File: config.mk
export PLATFORM = sky130hd
export DESIGN_NAME = cpu_sequencer
export DESIGN_NICKNAME = d
export VERILOG_FILES = /design/src/rtl/cpu_seq_pkg.sv /design/src/rtl/seq_timeout_ctr.sv /design/src/rtl/cpu_sequencer.sv
export SDC_FILE = /design/constraint.sdc
export NUM_CORES = 1
export LEC_CHECK = 0
export ABC_AREA = 1
export CAP_MARGIN = 30
export CORE_ASPECT_RATIO = 0.6
export CORE_MARGIN = 2
export CORE_UTILIZATION = 40
export DETAILED_ROUTE_END_ITERATION = 6
export PLACE_DENSITY = 0.66
export RECOVER_POWER = 25
export SLEW_MARGIN = 40
export SYNTH_ARGS = -nofsm -noshare
export SYNTH_HDL_FRONTEND = slang
export SYNTH_HIERARCHICAL = 1
export SYNTH_SLANG_ARGS = --single-unit
File: constraint.sdc
create_clock -name clk -period 1.85 [get_ports clk]
set_input_delay 0.2775 -clock clk [delete_from_list [all_inputs] [get_ports clk]]
set_output_delay 0.2775 -clock clk [all_outputs]
set_load 0.02 [all_outputs]
File: src/rtl/cpu_seq_pkg.sv
// Shared definitions for the accumulator-CPU instruction sequencer.
package cpu_seq_pkg;

    localparam int ST_W = 3;

    // Encodings are visible on the st port, so every value is pinned explicitly.
    typedef enum logic [ST_W-1:0] {
        S_RESET    = 3'd0,
        S_FETCH    = 3'd1,
        S_DECODE   = 3'd2,
        S_EXECUTE  = 3'd3,
        S_MEMWAIT  = 3'd4,
        S_HALTED   = 3'd5,
        S_STEPWAIT = 3'd6,
        S_FAULT    = 3'd7
    } state_t;

endpackage

File: src/rtl/seq_timeout_ctr.sv
// Data-memory wait-state counter: clears while idle, counts while enabled,
// and flags the last permitted wait cycle.
module seq_timeout_ctr #(
    parameter int TERMINAL = 16
) (
    input  logic clk,
    input  logic rst,
    input  logic i_clr,
    input  logic i_en,
    output logic o_tc
);

    localparam int CW = $clog2(TERMINAL + 1);

    logic [CW-1:0] r_cnt;

    // Cycle counter; clear has priority so every wait window starts at zero.
    // NOTE: sequential state uses non-blocking assignments so all registers see
    // the same pre-edge values regardless of block evaluation order.
    always_ff @(posedge clk or posedge rst) begin
        if (rst) begin
            r_cnt <= '0;
        end else if (i_clr) begin
            r_cnt <= '0;
        end else if (i_en) begin
            r_cnt <= r_cnt + CW'(1);
        end
    end

    assign o_tc = (r_cnt == CW'(TERMINAL - 1));

endmodule

File: src/rtl/cpu_sequencer.sv
// Multi-cycle sequencer for the 16-bit accumulator CPU: fetch/decode/execute
// phases, memory wait states with timeout, halt/resume, single-step and an
// instruction-retire counter.
module cpu_sequencer
    import cpu_seq_pkg::*;
#(
    parameter int MEM_TIMEOUT = 16,
    parameter int CNT_W       = 16
) (
    input  logic             clk,
    input  logic             rst,
    input  logic             run,
    input  logic             bra,
    input  logic             hlt,
    input  logic             mem_op,
    input  logic             mem_ready,
    input  logic             step_mode,
    input  logic             step_req,
    input  logic             resume,
    output logic             core_rst,
    output logic             IR_en,
    output logic             CU_en,
    output logic             mem_req,
    output logic             PC_en,
    output logic             force_inc,
    output logic             halted,
    output logic             fault,
    output logic [ST_W-1:0]  st,
    output logic [CNT_W-1:0] retired
);

    state_t           r_state;
    state_t           w_next;
    logic             r_resume;
    logic [CNT_W-1:0] r_retired;
    logic             w_tmo_tc;
    logic             w_in_memwait;
    logic             w_unused_bra;

    // bra only steers the PC mux (BADR during EXECUTE); sequencing ignores it.
    assign w_unused_bra = bra;
    assign w_in_memwait = (r_state == S_MEMWAIT);

    seq_timeout_ctr #(
        .TERMINAL (MEM_TIMEOUT)
    ) u_tmo (
        .clk   (clk),
        .rst   (rst),
        .i_clr (~w_in_memwait),
        .i_en  (w_in_memwait),
        .o_tc  (w_tmo_tc)
    );

    // State register.
    always_ff @(posedge clk or posedge rst) begin
        if (rst) begin
            r_state <= S_RESET;
        end else begin
            r_state <= w_next;
        end
    end

    // Resume flag: set when leaving HALTED, consumed by the following EXECUTE.
    always_ff @(posedge clk or posedge rst) begin
        if (rst) begin
            r_resume <= 1'b0;
        end else if ((r_state == S_HALTED) && resume) begin
            r_resume <= 1'b1;
        end else if (r_state == S_EXECUTE) begin
            r_resume <= 1'b0;
        end
    end

    // Retire counter: one count per EXECUTE cycle, wraps naturally.
    always_ff @(posedge clk or posedge rst) begin
        if (rst) begin
            r_retired <= '0;
        end else if (r_state == S_EXECUTE) begin
            r_retired <= r_retired + CNT_W'(1);
        end
    end

    // Next-state and per-phase enables, decoded only from registered state.
    // NOTE: every output of this block gets a default first, so no path can
    // leave a signal unassigned and infer a latch.
    always_comb begin
        w_next    = r_state;
        core_rst  = 1'b0;
        IR_en     = 1'b0;
        CU_en     = 1'b0;
        mem_req   = 1'b0;
        PC_en     = 1'b0;
        force_inc = 1'b0;
        halted    = 1'b0;
        fault     = 1'b0;
        case (r_state)
            S_RESET: begin
                core_rst = 1'b1;
                if (run) w_next = S_FETCH;
            end
            S_FETCH: begin
                IR_en  = 1'b1;
                w_next = S_DECODE;
            end
            S_DECODE: begin
                CU_en = 1'b1;
                if (hlt)         w_next = S_HALTED;
                else if (mem_op) w_next = S_MEMWAIT;
                else             w_next = S_EXECUTE;
            end
            S_MEMWAIT: begin
                mem_req = 1'b1;
                if (mem_ready)     w_next = S_EXECUTE;
                else if (w_tmo_tc) w_next = S_FAULT;
            end
            S_EXECUTE: begin
                PC_en     = 1'b1;
                force_inc = r_resume;
                w_next    = step_mode ? S_STEPWAIT : S_FETCH;
            end
            S_HALTED: begin
                halted = 1'b1;
                if (resume) w_next = S_EXECUTE;
            end
            S_STEPWAIT: begin
                if (step_req || !step_mode) w_next = S_FETCH;
            end
            S_FAULT: begin
                fault = 1'b1;
            end
            default: begin
                w_next = S_RESET;
            end
        endcase
    end

    assign st      = r_state;
    assign retired = r_retired;

endmodule

* After elaboration in Yosys (flattened, before gate mapping) *
Cells that the tools add are included.

word-level totals
  flip-flop bits (word level) = 25
  input bits = 10
  output and inout port bits = 27
  logic and storage cells = 45

operators by class
  add/subtract/negate cells = 2
  eq/ne operators = 12
  multiplexer cells = 20
  reduce and logical (&&, ||, !) cells = 7

operator list
  cell                                           count
  2-to-1 mux 3 bit                               8
  case mux 3 bit (7 select lines)                1
  adder 16 x 1 -> 16 bit, second input constant  1
  == test 3 bit, second input constant           4
  2-to-1 mux 1 bit                               10
  nonzero test 7 bit                             1
  == test 3 x 2 -> 1 bit, second input constant  2
  inequality test 2 bit, second input constant   3
  adder 5 x 1 -> 5 bit, second input constant    1
  == test 5 x 4 -> 1 bit, second input constant  1
  2-to-1 mux 5 bit                               1
  AND reduction 5 bit                            1
  == test 3 x 1 -> 1 bit, second input constant  1
  zero test 3 bit                                1
  inequality test 3 bit, second input constant   1
  nonzero test 2 bit                             1
  logical AND 1 bit                              1
  zero test 1 bit                                1
  logical OR 1 bit                               1

* Logic depth before layout (Yosys ltp) *
Gate-level depths: netlist (run 1).

  word-level depth = 4
  mapped depth = 10
  depth with buffers taken out = 10

* By module *
Netlist (run 1), hierarchy kept.

modules (own cells, without submodules)
  module           instances  cells an instance  area each (um^2)  seq. area each (um^2)
  cpu_sequencer    1          183                1342.5            500.5
  seq_timeout_ctr  1          32                 267.8             125.1

* Worst setup path before layout (run 1) *
No wires, ideal clock.

  path type = register to register
  start = reg r_state[2] (netlist: st[2])
  end = reg u_tmo.r_cnt[3]
  library setup time = 0.119 ns
  arrival = 1.608 ns
  data required time = 1.731 ns
  path slack = 0.123 ns
  cell stages (with the launch flop) = 9
  path buffers = 1
  period minus slack after synthesis = 1.727 ns
  path through = dfrtp_1 > buf_4 > nand2_2 > nor2_2 > inv_1 > nor2_2 > nor2_4 > a21oi_1 > nor2_1

between the ends
  word-level cells in the longest chain between the ends = 2

RTL lines
  what                    RTL line               source
  from (decl)             cpu_sequencer.sv:32    state_t r_state;
  from (signal assigned)  cpu_sequencer.sv:59    r_state <= w_next;
  == test 3 bit           cpu_sequencer.sv:42    assign w_in_memwait = (r_state == S_MEMWAIT);
  2-to-1 mux 5 bit        seq_timeout_ctr.sv:23  end else if (i_clr) begin
  to (signal assigned)    seq_timeout_ctr.sv:26  r_cnt <= r_cnt + CW'(1);
  to (decl)               seq_timeout_ctr.sv:15  logic [CW-1:0] r_cnt;

Every way passes these cells.
A chain may end at the register's enable or synchronous reset.

* Worst setup path after layout (run 1) *
  start = reg r_state[2] (netlist: st[2])
  end = out st[2]

RTL lines
  what       RTL line             source
  to (decl)  cpu_sequencer.sv:28  output logic [ST_W-1:0] st,

No word-level cell between the ends.

==> results of run 1 <==
-- area by class of cell --
cell class                      instances  share of cell area
Inverter                               32              0.0580
Sequential cell                        25               0.297
Multi-Input combinational cell        154               0.388
Timing Repair Buffer                   48               0.207
Tap cell                               47              0.0278
Clock inverter                          1             0.00237
Clock buffer                            3              0.0195
-- stage by stage --
step | cells | util | hold WS (ns) | power, mW | instance area (um2)
finish | 310 | 0.562 | 0.361 | 2.27 | 2120
global route | 310 | 0.562 | 0.406 | 2.44 | 2120
CTS | 307 | 0.556 | 0.230 | 2.23 | 2090
detailed placement | 301 | 0.541 | 0.475 | 1.91 | 2040
global placement | 301 | 0.541 | 0.472 | 1.90 | 2040
floorplan | 215 | - | 0.0560 | 1.51 | 1610
-- worst max-delay path, stage by stage, from the launching register on --
cell,delay (ns)
dfrtp_2,0.46
buf_4,0.17
clkdlybuf4s50_1,0.61
-- state kept, by name (all words and copies together), names as in the netlist --
register     cells
retired         16
u_tmo/r_cnt      5
st               3
r_resume         1
-- cell families after synthesis --
logic type	share of synthesized area
simple gates	0.380
fa+ha+maj	0.0311
buf+inv	0.102
xor+xnor	0.0544
compound gates	0.0443
flops	0.389
-- cells in the mapped netlist --
cell type	n
nand2_1	64
inv_1	27
dfrtp_1	25
nor2_1	24
nand3_1	9
o21ai_0	7
xnor2_1	6
nand3_2	5
nand4_1	5
nor2_2	5
ha_1	4
xor2_1	4
a21oi_1	3
buf_6	3
nand2_2	3
nor2_4	3
nor3_1	3
o21ai_1	3
clkinv_1	2
inv_2	2
nand3b_1	2
buf_4	1
inv_4	1
nand2_4	1
nand3_4	1
nand4_2	1
o22ai_1	1
-- report_power, final --
| part | switching [mW] | internal [mW] |
|---|---|---|
| logic | 0.680 | 0.515 |
| clock network | 0.172 | 0.151 |
| registers | 0.116 | 0.634 |
| total | 0.968 | 1.30 |
-- worst paths after layout --
check / depth (start not counted) / end
worst min register to register: 2 / u_tmo/r_cnt[4]
min in group clk: 2 / u_tmo/r_cnt[4]
max in group asynchronous: 3 / st[1]
worst max register to register: 8 / retired[15]
worst min-delay path: 2 / u_tmo/r_cnt[0]
worst max-delay path: 2 / st[2]
-- per-layer routing --
layer	share of wire	vias to the layer above
met2	0.40	26
met4	0	0
li1	-	769
met3	0.036	0
met5	0	-
met1	0.56	653
-- timing repair --
action	in CTS	in global routing
gates cloned	0	0
resized for setup	11	0
setup endpoints to repair	11	1
buffers inserted	2	3
==> impl_summary.txt, run 1 <==
----------------------------------------------------
[Clocking]
  Root buffer cell ... clkbuf_8
  TritonCTS buffer count ... 3
  Number of levels the H-tree was split into ... 1
  Maximum buffer depth of the clock tree ... 2
  Clock latency at the later pin of the worst-skew pair ... between 0.2 and 0.3 ns
  Clock transition at the register clock pins on the worst setup and hold paths after CTS ... approximately 0.090 ns
  Post-cts hold buffer count ... 0
  TritonCTS clock tree ... done
  Clk sinks ... 25

[GRT]
  Pin count of the biggest net entering global routing ... 21
  Overall global routing resource usage ... 0.171
  Wire length of the first global-routing pass ... roughly 6000 um
  Most used routing layer in global routing ... met1
  Met2 track demand over resource in global routing ... 0.243
  Global route overflow ... 0
  Vias in the first global route ... 1,335
  Initial antenna violation count ... 0
  Met1 Use GR ... 0.269
  GR Util met3 ... 0.0328

[Floorplan]
  Core footprint ... approximately 3800 um2
  Number of rows in the core area ... 17
  Die height ... about 53 um
  Horizontal die dimension ... between 80 and 90 um
  Die Footprint ... 4570 um2
  Ports ... 37
  Effective utilization at floorplan ... 0.428

[Yosys]
  Cell count after synthesis ... 215
  Seq/Total Area, Yosys ... 0.389
  Area of the mapped netlist ... 1610 um2
  Top cells by area, synth ... dfrtp_1, nand2_1, inv_1
  Post-Synthesis Net Count ... 229
  Total of warnings raised by yosys ... 6
  Share of Yosys cell area claimed by the top area cell type ... 0.389
  Synth cell types ... 27
  Cell taking the most area after synthesis ... dfrtp_1
  Register bit count reported by yosys ... 25
  Post-synthesis area per instance ... approximately 7.5 um2

[Critical path]
  Type of element launching the critical path ... flip-flop
  Maximum fanout encountered on the critical timing path ... 8
  Reg-to-Reg Start ... st[2]
  Crit path arrival time ... ~1.5 ns
  R2R setup slack ... 0.28 ns
  Endpoint kind of the worst setup timing path ... output port
  First element of the critical path ... st[2]
  Data required time of the critical path ... approximately 1.6 ns
  Crit Path Class ... reg -> out

[Timing]
  Number of endpoints with negative hold slack in the final report ... 0
  Slew of the pin with the lowest slew margin ... 0.282 ns
  Relative max-transition margin ... 0.811
  Fin crit share ... 0.962
  Setup WS post-layout ... 0.0696 ns
  Final setup vio count ... 0
  Clock skew ... between 0.008 and 0.009 ns
  Setup repair after global routing missed its margin ... false
  Time the worst path needs with I/O delays and setup ... 1.78 ns
  Maximum frequency from static timing analysis ... 0.562 GHz
  Max-slew violations ... 0
  TNS Setup ... 0 ns

[Status]
  Result of the run ... complete, no violations

[Power and ir drop]
  Largest voltage drop on the vdd net ... 0.747 mV
  Cell area power density ... 1070 nW/um2
  Leakage power ... approximately 1.0 nW

[Min path]
  Path class of the lowest-slack min-delay path ... in -> async

[Cells and area]
  Fraction of layout cells with a size suffix above 1 ... 0.160
  Area added between synthesis and finish ... 31.4%
  Filler instances ... about 370
  Most common library cell in the layout ignoring fill and taps ... nand2_1
  # diodes ... 0
  Register area ... between 600 and 700 um2
  Net count of the finished layout ... ~280
  Commonest cells after routing, fill and taps aside ... nand2_1, inv_1, clkdlybuf4s50_1, nor2_1, dfrtp_1
  Area of the multi-input gates ... a little over 800 um2

[Route]
  DRT iter0 DRCs ... 56
  Total wirelength of the detailed-routed design ... around 3500 um
  Number of vias in the routed layout ... 1,448
  Drc violations ... 0
  First-pass iteration count of the detailed router ... 4
  Post-detailed-route count of antenna-violating nets ... 0
  Mean number of vias per cell ... 4.67
  Detailed-route wire length per cell ... ~11 um

[Place]
  Worst setup timing slack at the placement stage ... between 0.09 and 0.1 ns
  Routability cong. ... between 0.8 and 0.9
  Detail Placement HPWL ... between 2000 and 3000 um
  Input/output buffers ... 35

[Flow run]
  Max-cap violation count ... 0

----------------------------------------------------
Note: power is estimated with default switching activity, not from simulation.
==> run 2: changes to the inputs <==
--- a/config.mk
+++ b/config.mk
@@ -8,7 +8,7 @@
 export ABC_AREA = 1
 export CAP_MARGIN = 30
 export CORE_ASPECT_RATIO = 0.6
-export CORE_MARGIN = 2
+export CORE_MARGIN = 4
 export CORE_UTILIZATION = 40
 export DETAILED_ROUTE_END_ITERATION = 6
 export PLACE_DENSITY = 0.66
==> impl_summary.txt, run 2 (synthesized netlist as in run 1, its figures left out) <==
----------------------------------------------------
[Status]
  Result of the run ... complete, no violations

[Floorplan]
  Horizontal die dimension ... approximately 90 um
  Die height ... roughly 57 um
  Number of rows in the core area ... 17
  Die Footprint ... between 5000 and 6000 um2
  Ports ... 37
  Core footprint ... 3760 um2
  Effective utilization at floorplan ... 0.428

[Power and ir drop]
  Largest voltage drop on the vdd net ... roughly 0.73 mV
  Leakage power ... approximately 1.0 nW
  Overall Power ... about 2.2 mW
  Cell area power density ... 1060 nW/um2

[Cells and area]
  Net count of the finished layout ... between 200 and 300
  Commonest cells after routing, fill and taps aside ... nand2_1, inv_1, clkdlybuf4s50_1, nor2_1, dfrtp_1
  Most common library cell in the layout ignoring fill and taps ... nand2_1
  # diodes ... 0
  Fraction of the core area covered by cells at the end of the flow ... 0.556
  Area added between synthesis and finish ... 29.9%
  Filler-free cell count of the finished design ... 306
  Fraction of layout cells with a size suffix above 1 ... 0.147
  Number of flip-flops in the largest register ... 16
  Design Area, Final ... 2090 um2

[GRT]
  Pin count of the biggest net entering global routing ... 21
  Overall global routing resource usage ... 0.156
  Global route overflow ... 0
  Initial antenna violation count ... 0
  Vias in the first global route ... 1,349
  Wire length of the first global-routing pass ... approximately 6400 um

[Route]
  Number of vias in the routed layout ... about 1,400
  DRT iter0 DRCs ... 84
  Drc violations ... 0
  First-pass iteration count of the detailed router ... 4
  Mean number of vias per cell ... 4.73
  Detailed-route wire length per cell ... between 10 and 15 um
  Post-detailed-route count of antenna-violating nets ... 0
  Total wirelength of the detailed-routed design ... 3680 um

[Timing]
  Setup WS post-layout ... around 0.065 ns
  Setup repair after global routing missed its margin ... false
  Time the worst path needs with I/O delays and setup ... 1.78 ns
  Maximum frequency from static timing analysis ... between 0.5 and 0.6 GHz
  Clock skew ... ~0.0043 ns
  Number of endpoints with negative hold slack in the final report ... 0
  Relative max-transition margin ... 0.811
  Fin crit share ... 0.965
  Slew of the pin with the lowest slew margin ... about 0.28 ns
  Worst-case hold slack ... roughly 0.36 ns
  Max-slew violations ... 0
  Final setup vio count ... 0
  TNS Setup ... 0 ns

[Critical path]
  Buffers and inverters on the worst path ... 2
  Longest individual stage delay on the worst path ... around 0.6 ns
  Type of element launching the critical path ... flip-flop
  Max stage delay cell, worst path ... clkdlybuf4s50_1
  Crit Path Class ... reg -> out
  Crit path max-delay family ... buffers and inverters
  Worst-path cell chain ... buf_4, clkdlybuf4s50_1
  Instance count on the critical path ... 2
  Endpoint kind of the worst setup timing path ... output port
  Worst-case reg-to-reg path depth ... 9
  Maximum fanout encountered on the critical timing path ... 6
  Crit path arrival time ... between 1.5 and 2 ns
  Data required time of the critical path ... between 1.5 and 2 ns

[Clocking]
  Post-cts hold buffer count ... 0
  Root buffer cell ... clkbuf_8
  Clock transition at the register clock pins on the worst setup and hold paths after CTS ... roughly 0.090 ns
  TritonCTS clock tree ... done
  Number of levels the H-tree was split into ... 1
  Clock latency at the later pin of the worst-skew pair ... between 0.2 and 0.3 ns
  Maximum buffer depth of the clock tree ... 2
  Post-CTS Resized ... 10
  Clk sinks ... 25
  TritonCTS buffer count ... 3
  Number of buffers added for setup after CTS ... 0

[Flow run]
  Max-cap violation count ... 0

[Place]
  Total instance count after detailed placement ... a little over 300
  Area after DPL ... slightly above 2000 um2
  Detail Placement HPWL ... 3000 um
  Input/output buffers ... 35
  Routability cong. ... approximately 0.8
  Worst setup timing slack at the placement stage ... 0.0920 ns

[Min path]
  Path class of the lowest-slack min-delay path ... in -> async

----------------------------------------------------
## run 2: final timing paths
path,startpoint,endpoint,slack (ns)
max reg2reg,st[1],u_tmo/r_cnt[3],0.30
min reg2reg,u_tmo/r_cnt[4],u_tmo/r_cnt[4],0.50
max in group asynchronous,rst,st[2],1.13
min,rst,u_tmo/r_cnt[2],0.36
min in group clk,u_tmo/r_cnt[4],u_tmo/r_cnt[4],0.50
max,st[1],st[1],0.07
## run 2: final cells by class
| cell class | instances | area [um2] |
|---|---|---|
| fill | 357 | 1670 |
| multi-input combinational | 154 | 821 |
| sequential | 25 | 629 |
| timing repair buffer | 44 | 414 |
| inverter | 32 | 123 |
| tap | 47 | 58.8 |
| clock buffer | 3 | 41.3 |
| clock inverter | 1 | 5.00 |
## run 2: power by group
group          internal (mW)  switching (mW)  total (mW)
clock                  0.151           0.172       0.323
sequential             0.634           0.127       0.761
combinational          0.459           0.664        1.12
total                   1.24           0.963        2.21
## run 2: routing by layer
metal,track usage,part of all wire
met1,0.241,0.58
met2,0.216,0.37
met3,0.0435,0.044
met4,0.0327,0.0090
met5,0,0
